**src/rtl/rc4_ksa_param.sv**
```systemverilog
// RC4 key-scheduling engine driving an external synchronous S-RAM.
// Optionally fills S[i]=i, then runs the i/j swap loop with a 6-cycle read-read-write-write iteration.
module rc4_ksa_param #(
  parameter  int KEY_BYTES = 3,
  parameter  int ADDR_W    = 8,
  parameter  int INIT_EN   = 1,
  localparam int KEY_W     = 8 * KEY_BYTES,
  localparam int KL_W      = $clog2(KEY_BYTES) + 1
) (
  input  logic              clk,
  input  logic              reset_n,
  input  logic              start,
  input  logic [KEY_W-1:0]  secret_key,
  input  logic [KL_W-1:0]   key_len,
  input  logic [7:0]        read_data,
  output logic [ADDR_W-1:0] address_out,
  output logic [7:0]        data,
  output logic              write_en,
  output logic              busy,
  output logic              finished
);

  localparam int KI_W = (KEY_BYTES > 1) ? $clog2(KEY_BYTES) : 1;
  localparam logic [KL_W-1:0] KEY_BYTES_L = KL_W'(KEY_BYTES);

  typedef enum logic [3:0] {
    IDLE, INIT, RD_I, LAT_I, RD_J, LAT_J, WR_I, WR_J, DONE
  } state_t;

  state_t              state_reg, state_next;
  logic [ADDR_W-1:0]   i_reg, j_reg;
  logic [KI_W-1:0]     kidx_reg;
  logic [KEY_W-1:0]    key_reg;
  logic [KL_W-1:0]     klen_reg;
  logic [7:0]          si_reg, sj_reg;
  logic                finished_reg;

  logic [7:0]          key_bytes [2**KI_W];
  logic [7:0]          key_byte;
  logic [KL_W-1:0]     klen_eff;
  logic [KL_W-1:0]     klen_m1;
  logic [ADDR_W-1:0]   j_sum;

  // Key byte 0 is the most significant byte; unused index slots read as zero.
  genvar gi;
  generate
    for (gi = 0; gi < 2**KI_W; gi++) begin : g_key
      if (gi < KEY_BYTES) begin : g_used
        assign key_bytes[gi] = key_reg[KEY_W-1-8*gi -: 8];
      end else begin : g_pad
        assign key_bytes[gi] = 8'h00;
      end
    end
  endgenerate

  assign key_byte = key_bytes[kidx_reg];
  assign klen_eff = (key_len == '0 || key_len > KEY_BYTES_L) ? KEY_BYTES_L : key_len;
  assign klen_m1  = klen_reg - KL_W'(1);
  assign j_sum    = j_reg + read_data[ADDR_W-1:0] + key_byte[ADDR_W-1:0];
  assign finished = finished_reg;

  always_ff @(posedge clk) begin
    if (!reset_n) begin
      state_reg <= IDLE;
    end else begin
      state_reg <= state_next;
    end
  end

  always_ff @(posedge clk) begin
    if (!reset_n) begin
      i_reg        <= '0;
      j_reg        <= '0;
      kidx_reg     <= '0;
      key_reg      <= '0;
      klen_reg     <= '0;
      si_reg       <= '0;
      sj_reg       <= '0;
      finished_reg <= 1'b0;
    end else begin
      case (state_reg)
        IDLE, DONE: begin
          if (start) begin
            key_reg      <= secret_key;
            klen_reg     <= klen_eff;
            i_reg        <= '0;
            j_reg        <= '0;
            kidx_reg     <= '0;
            finished_reg <= 1'b0;
          end else if (state_reg == DONE) begin
            finished_reg <= 1'b1;
          end
        end
        INIT:  i_reg <= i_reg + 1'b1;
        LAT_I: begin
          si_reg <= read_data;
          j_reg  <= j_sum;
        end
        LAT_J: sj_reg <= read_data;
        WR_J: begin
          i_reg    <= i_reg + 1'b1;
          kidx_reg <= (KL_W'(kidx_reg) == klen_m1) ? '0 : kidx_reg + 1'b1;
        end
        default: ;
      endcase
    end
  end

  always_comb begin
    state_next = state_reg;
    case (state_reg)
      IDLE, DONE: if (start) state_next = (INIT_EN != 0) ? INIT : RD_I;
      INIT:       if (i_reg == '1) state_next = RD_I;
      RD_I:       state_next = LAT_I;
      LAT_I:      state_next = RD_J;
      RD_J:       state_next = LAT_J;
      LAT_J:      state_next = WR_I;
      WR_I:       state_next = WR_J;
      WR_J:       state_next = (i_reg == '1) ? DONE : RD_I;
      default:    state_next = IDLE;
    endcase
  end

  // When i==j both writes land on one address; the WR_J value simply wins.
  always_comb begin
    address_out = '0;
    data        = '0;
    write_en    = 1'b0;
    busy        = 1'b1;
    case (state_reg)
      INIT: begin
        address_out = i_reg;
        data        = 8'(i_reg);
        write_en    = 1'b1;
      end
      RD_I, LAT_I: address_out = i_reg;
      RD_J, LAT_J: address_out = j_reg;
      WR_I: begin
        address_out = i_reg;
        data        = sj_reg;
        write_en    = 1'b1;
      end
      WR_J: begin
        address_out = j_reg;
        data        = si_reg;
        write_en    = 1'b1;
      end
      default: busy = 1'b0;
    endcase
  end

endmodule

```
**config.mk**
```make
export PLATFORM = sky130hd
export DESIGN_NAME = rc4_ksa_param
export DESIGN_NICKNAME = d
export VERILOG_FILES = /design/src/rtl/rc4_ksa_param.sv
export SDC_FILE = /design/constraint.sdc
export NUM_CORES = 1
export LEC_CHECK = 0
export ABC_AREA = 0
export BUFFER_PORTS_ARGS = -buffer_cell sky130_fd_sc_hd__buf_2
export CORE_UTILIZATION = 45
export CTS_CLUSTER_SIZE = 25
export DETAILED_ROUTE_END_ITERATION = 16
export PLACE_DENSITY = 0.78
export SKIP_CTS_REPAIR_TIMING = 1
export SLEW_MARGIN = 20
export SYNTH_ARGS = -nofsm -noshare
export SYNTH_HDL_FRONTEND = slang
export SYNTH_SLANG_ARGS = --single-unit
```
**constraint.sdc**
```tcl
create_clock -name clk -period 3.3 [get_ports clk]
set_input_delay 0.66 -clock clk [delete_from_list [all_inputs] [get_ports clk]]
set_output_delay 0.66 -clock clk [all_outputs]
set_load 0.01 [all_outputs]
```
Word level (Yosys, flattened, before mapping) --
Index checks and enable logic that the tools add are counted.
Cells by class: multiplexer cells 20, add/subtract/negate cells 5, order comparisons 2, multipliers 0, bitwise logic cells 1, shift operators 0, divide/modulo/power cells 0, reductions and logical operators 19, equality and inequality tests 12
Operators with widths (number):
- 8-bit one-hot mux with 2 select lines | 3
- 4-bit one-hot mux with 8 select lines | 1
- 8-bit 2-to-1 mux | 3
- 8-bit one-hot mux with 3 select lines | 1
- 8-bit adder | 2
- 8-bit binary-select mux with 2-bit select | 1
- 4-bit by 3-bit == test with 1-bit output (second input constant) | 4
- 4-bit 2-to-1 mux | 3
- 2-bit AND reduction | 6
- 8-bit by 1-bit adder with 8-bit output (second input constant) | 1
- 4-bit by 2-bit == test with 1-bit output (second input constant) | 2
- 8-bit == test (second input constant) | 1
- 2-bit nonzero test | 4
- 7-bit OR reduction | 1
- 3-bit OR reduction | 2
- 4-bit by 1-bit == test with 1-bit output (second input constant) | 1
- 4-bit == test (second input constant) | 1
- 4-bit zero test | 1
- 1-bit 2-to-1 mux | 4
- 2-bit 2-to-1 mux | 2
- 2-bit inequality test (second input constant) | 2
- 2-bit one-hot mux with 2 select lines | 1
- 2-bit OR reduction | 2
- 4-bit OR reduction | 1
- 9 further kinds | 9
Word-level totals: logic and storage cells 68, latch bits 0, memory bits (read-only) 0, register bits after elaboration 66, output and inout port bits 19, input bits 38, memories 0, bits in writable memories 0

Logic depth before layout (Yosys ltp) --
word-level depth 6, mapped depth 13, gate-level depth less buffers 12

Worst setup path after synthesis --
No wires, ideal clock.
path type register -> register, start point reg kidx_reg[1], end point reg j_reg[7], data required time 3218 ps, stages on the path, launching flop included 13, data arrival time 2615 ps, buffers on the path 1, period minus slack after synthesis 2698 ps, library setup time 82 ps, path slack 602 ps, cells stage by stage dfxtp_1 > buf_2 > mux2i_1 > o21ai_0 > fa_1 > ha_1 > inv_1 > fa_1 > nor2b_1 > o31a_1 > o22ai_1 > nand3b_1 > o221ai_1
Between the ends: word-level cells in the longest chain between the ends 6
Ends and longest elaborated chain:
- start, declared | line 32 | logic [KI_W-1:0] kidx_reg;
- start signal, assigned | line 102 | kidx_reg <= (KL_W'(kidx_reg) == klen_m1) ? '0 : kidx_reg + 1'b1;
- 2-bit NOT with 3-bit output (implied by the code) | line 56 | assign key_byte = key_bytes[kidx_reg];
- 8-bit binary-select mux with 2-bit select | line 56
- 8-bit 2-to-1 mux (implied by the code) (2 in a row) | line 56
- 8-bit adder | line 59 | assign j_sum = j_reg + read_data[ADDR_W-1:0] + key_byte[ADDR_W-1:0];
- 8-bit one-hot mux with 2 select lines | line 81 | case (state_reg)
- end signal, assigned | line 97 | j_reg <= j_sum;
- end, declared | line 31 | logic [ADDR_W-1:0] i_reg, j_reg;
No other way between the ends. The select of a mux whose other input is x is not followed. A chain may end at the register's enable or synchronous reset.

Worst setup path after layout --
start point reg state_reg[1], end point out data[2]
Between the ends: word-level cells in the longest chain between the ends 2, elaborated cells on any way between the ends 4, those cells by class eq/ne: 3; mux: 1
Ends and longest elaborated chain:
- start, declared | line 30 | state_t state_reg, state_next;
- start signal, assigned | line 66 | state_reg <= state_next;
- 4-bit by 3-bit == test with 1-bit output or 4-bit by 1-bit == test with 1-bit output (tied branches) | line 130 | case (state_reg)
- 8-bit one-hot mux with 3 select lines (*) | line 130
- end, declared | line 17 | output logic [7:0] data,
Every way passes the cells marked *; elsewhere a longest branch is shown, timed or not.

==> flow_summary_export.csv <==
group,metric,value,unit
layout,drive_gt1_frac,0.1882,
critical_path,worstPathArrival,2.40,ns
global_route,grt_remaining_overflow,0,
power,power.leakage,1.718,nW
drt,vias_per_cell,5.510,
floorplan,die_area,0.008441,sq mm
drt,routed_wl,8.656,mm
timing,drv_slew,0,
critical_path,end_kind,"output port",
global_route,grt_start_max_net_pins,52,
yosys,post-synth-top-area-cell,"dfxtp_1",
yosys,synthCells,421,
clock_tree,cts_root_buf,"clkbuf_8",
timing,max_slew.worst_pin.slew,0.7483,ns
drt,first_pass_iters,7,
yosys,ys_warn_count,0,
timing,period_share,0.9278,
timing,finalHoldViolCount,0,
timing,setup_viol,0,
flow_run,max_cap_violations,0,
yosys,syn_area_per_cell,8.634,sq um
layout,layout_commonest_cell,"nand2_1",
floorplan,rows,32,
critical_path,critPathKind,"reg -> out",
drt,wl_per_cell,15.05,um
yosys,syn_area,0.003635,sq mm
place,gp_congestion,0.9070,
global_route,grt_usage,0.2181,
critical_path,crit_fanout,10,
floorplan,die_h,91.88,um
yosys,synthTopCellsByArea,"dfxtp_1 (36%), nand2_1 (8.6%), a21boi_0 (6.6%)",
power,power,1.885,mW
place,hpwlAfterDp,6.271,mm
drt,wl_met1,3.984,mm
timing,worst_slack,0.2384,ns
yosys,synth_cell_types,55,
power,powerDensity,449.8,mW/mm^2
yosys,synth_nets,475,
drt,drc,0,
global_route,grt_pass1_vias,3048,
timing,rsz0062_at_grt,"false",
yosys,synth_edf_count,0,
floorplan,start_util,0.4679,
layout,largest_reg_flops,24,
floorplan,die_w,91.88,um
drt,num_vias,3168,
global_route,antenna_found_initial,0,
place,port_buffers,56,
drt,ant_nets,0,
yosys,async_flop_share,0,
floorplan,core-area,0.007767,sq mm
layout,final_cell_mix,"nand2_1 (83), dfxtp_1 (66), buf_2 (56), a21boi_0 (32), nor2_1 (22)",
critical_path,slowest_delay,0.70,ns
clock_tree,htreeDepth,3,
drt,met2_length,3.974,mm
critical_path,path_buf_inv,2,
clock_tree,clkTransAtPathRegs,0.07,ns
clock_tree,numCtsBuffers,9,
drt,drt-initial-drc-count,187,
floorplan,io_pins,57,
timing,layout_min_cycle_time,3.062,ns
critical_path,critPathSlowestCell,"dfxtp_1",
clock_tree,clock-sinks,66,
layout,finalNetCount,522,
yosys,ys.flop_type,"dfxtp_1",
timing,fin_tns_setup,0,ns
power,max-vdd-ir-drop,0.2963,mV
timing,fmax,0.3266,GHz
yosys,ys_seq_area_frac,0.3635,
timing,skew,0.01226,ns
critical_path,path_delay_family,"simple AND/OR/NAND/NOR gates",
min_path,worstHoldPathType,"reg -> reg",
yosys,ys_ff_latch,66,
drt,top_layer,"met4",
layout,diodes,0,
drt,wl_met3,479,um
clock_tree,clockBufferDepth,2,
critical_path,startpoint_type,"flop",
critical_path,crit_required,2.64,ns
place,dp_slack,0.3908,ns
global_route,grt_pass1_wl,14.43,mm
yosys,synth_top_cell_area_share,0.3635,
critical_path,worstPathCellList,"and2b_1 -> nor3b_2 -> a222oi_1 -> inv_1 -> buf_2",
timing,relSlewSlack,0.4999,
outcome,outcome,"finished, final reports clean",
layout,area_growth_syn_to_layout,15.28,%
clock_tree,tritoncts,"done",
clock_tree,clk_latency,0.35,ns
## where the power goes
group          switching (mW)  total [mW]  internal [mW]
clock                   0.328       0.852          0.523
sequential             0.0194       0.839          0.819
combinational           0.112       0.194         0.0822
total                   0.460        1.88           1.42
## kinds of logic after synthesis
| kind of cell | count (synthesis) | share of synthesized area |
|---|---|---|
| muxes | 18 | 0.04957 |
| DFF | 66 | 0.3635 |
| buffers and inverters | 41 | 0.05749 |
| xor gates and xnor gates | 10 | 0.02926 |
| adders and majority gates | 16 | 0.07160 |
| and+or+nand+nor | 170 | 0.2358 |
| AOI/OAI and AO/OA | 100 | 0.1928 |
## per-layer routing
layer,global-route usage,up-vias
met1,0.2840,1487
li1,-,1547
met2,0.3476,109
met3,0.04975,25
met4,0.08984,0
met5,0,-
## final cells by class
cell class | count | area (sq um)
Multi-Input combinational cell | 314 | 2105
Clock inverter | 6 | 113.9
Inverter | 14 | 52.55
Fill cell | 717 | 3577
Clock buffer | 10 | 137.6
Timing Repair Buffer | 63 | 332.8
Sequential cell | 66 | 1321
Tap cell | 102 | 127.6
## path summary, 6_finish.rpt
path / startpoint / endpoint / slack [ns] / cells past startpoint
worst max-delay path: state_reg[1] / data[2] / 0.24 / 5
worst min-delay path: key_reg[6] / key_reg[6] / 0.46 / 2
worst max register to register: kidx_reg[1] / j_reg[7] / 0.31 / 11
worst min register to register: key_reg[6] / key_reg[6] / 0.46 / 2
## cells in the mapped netlist (5+ instances only)
cell / number
a21boi_0: 32
a21boi_1: 7
a21oi_1: 10
a222oi_1: 8
a22oi_1: 9
and2_1: 6
and3_1: 5
buf_2: 5
buf_4: 5
clkbuf_1: 13
dfxtp_1: 66
fa_1: 8
ha_1: 8
inv_1: 14
mux2i_1: 18
nand2_1: 83
nand3_1: 11
nor2_1: 22
nor2b_1: 16
o21ai_0: 19
xor2_1: 5
## worst register-to-register path, delay by kind of cell, from the launching register on
family / cells / cell delay [ns]
compound gates: 4 / 0.61
fa+ha+maj: 3 / 1.14
simple gates: 2 / 0.32
mux: 1 / 0.24
flops: 1 / 0.53
buf+inv: 1 / 0.07
## metrics by stage
stage | hold slack [ns] | cells | utilization | instance area [sq um]
after global placement | 0.4431 | 559 | 0.5071 | 3939
after CTS | 0.4663 | 575 | 0.5395 | 4190
after global routing | 0.4775 | 575 | 0.5395 | 4190
final | 0.4621 | 575 | 0.5395 | 4190
after floorplan | 0.4347 | 421 | - | 3635
after detailed placement | 0.4533 | 559 | 0.5071 | 3939
(Power assumes the default switching activity.)
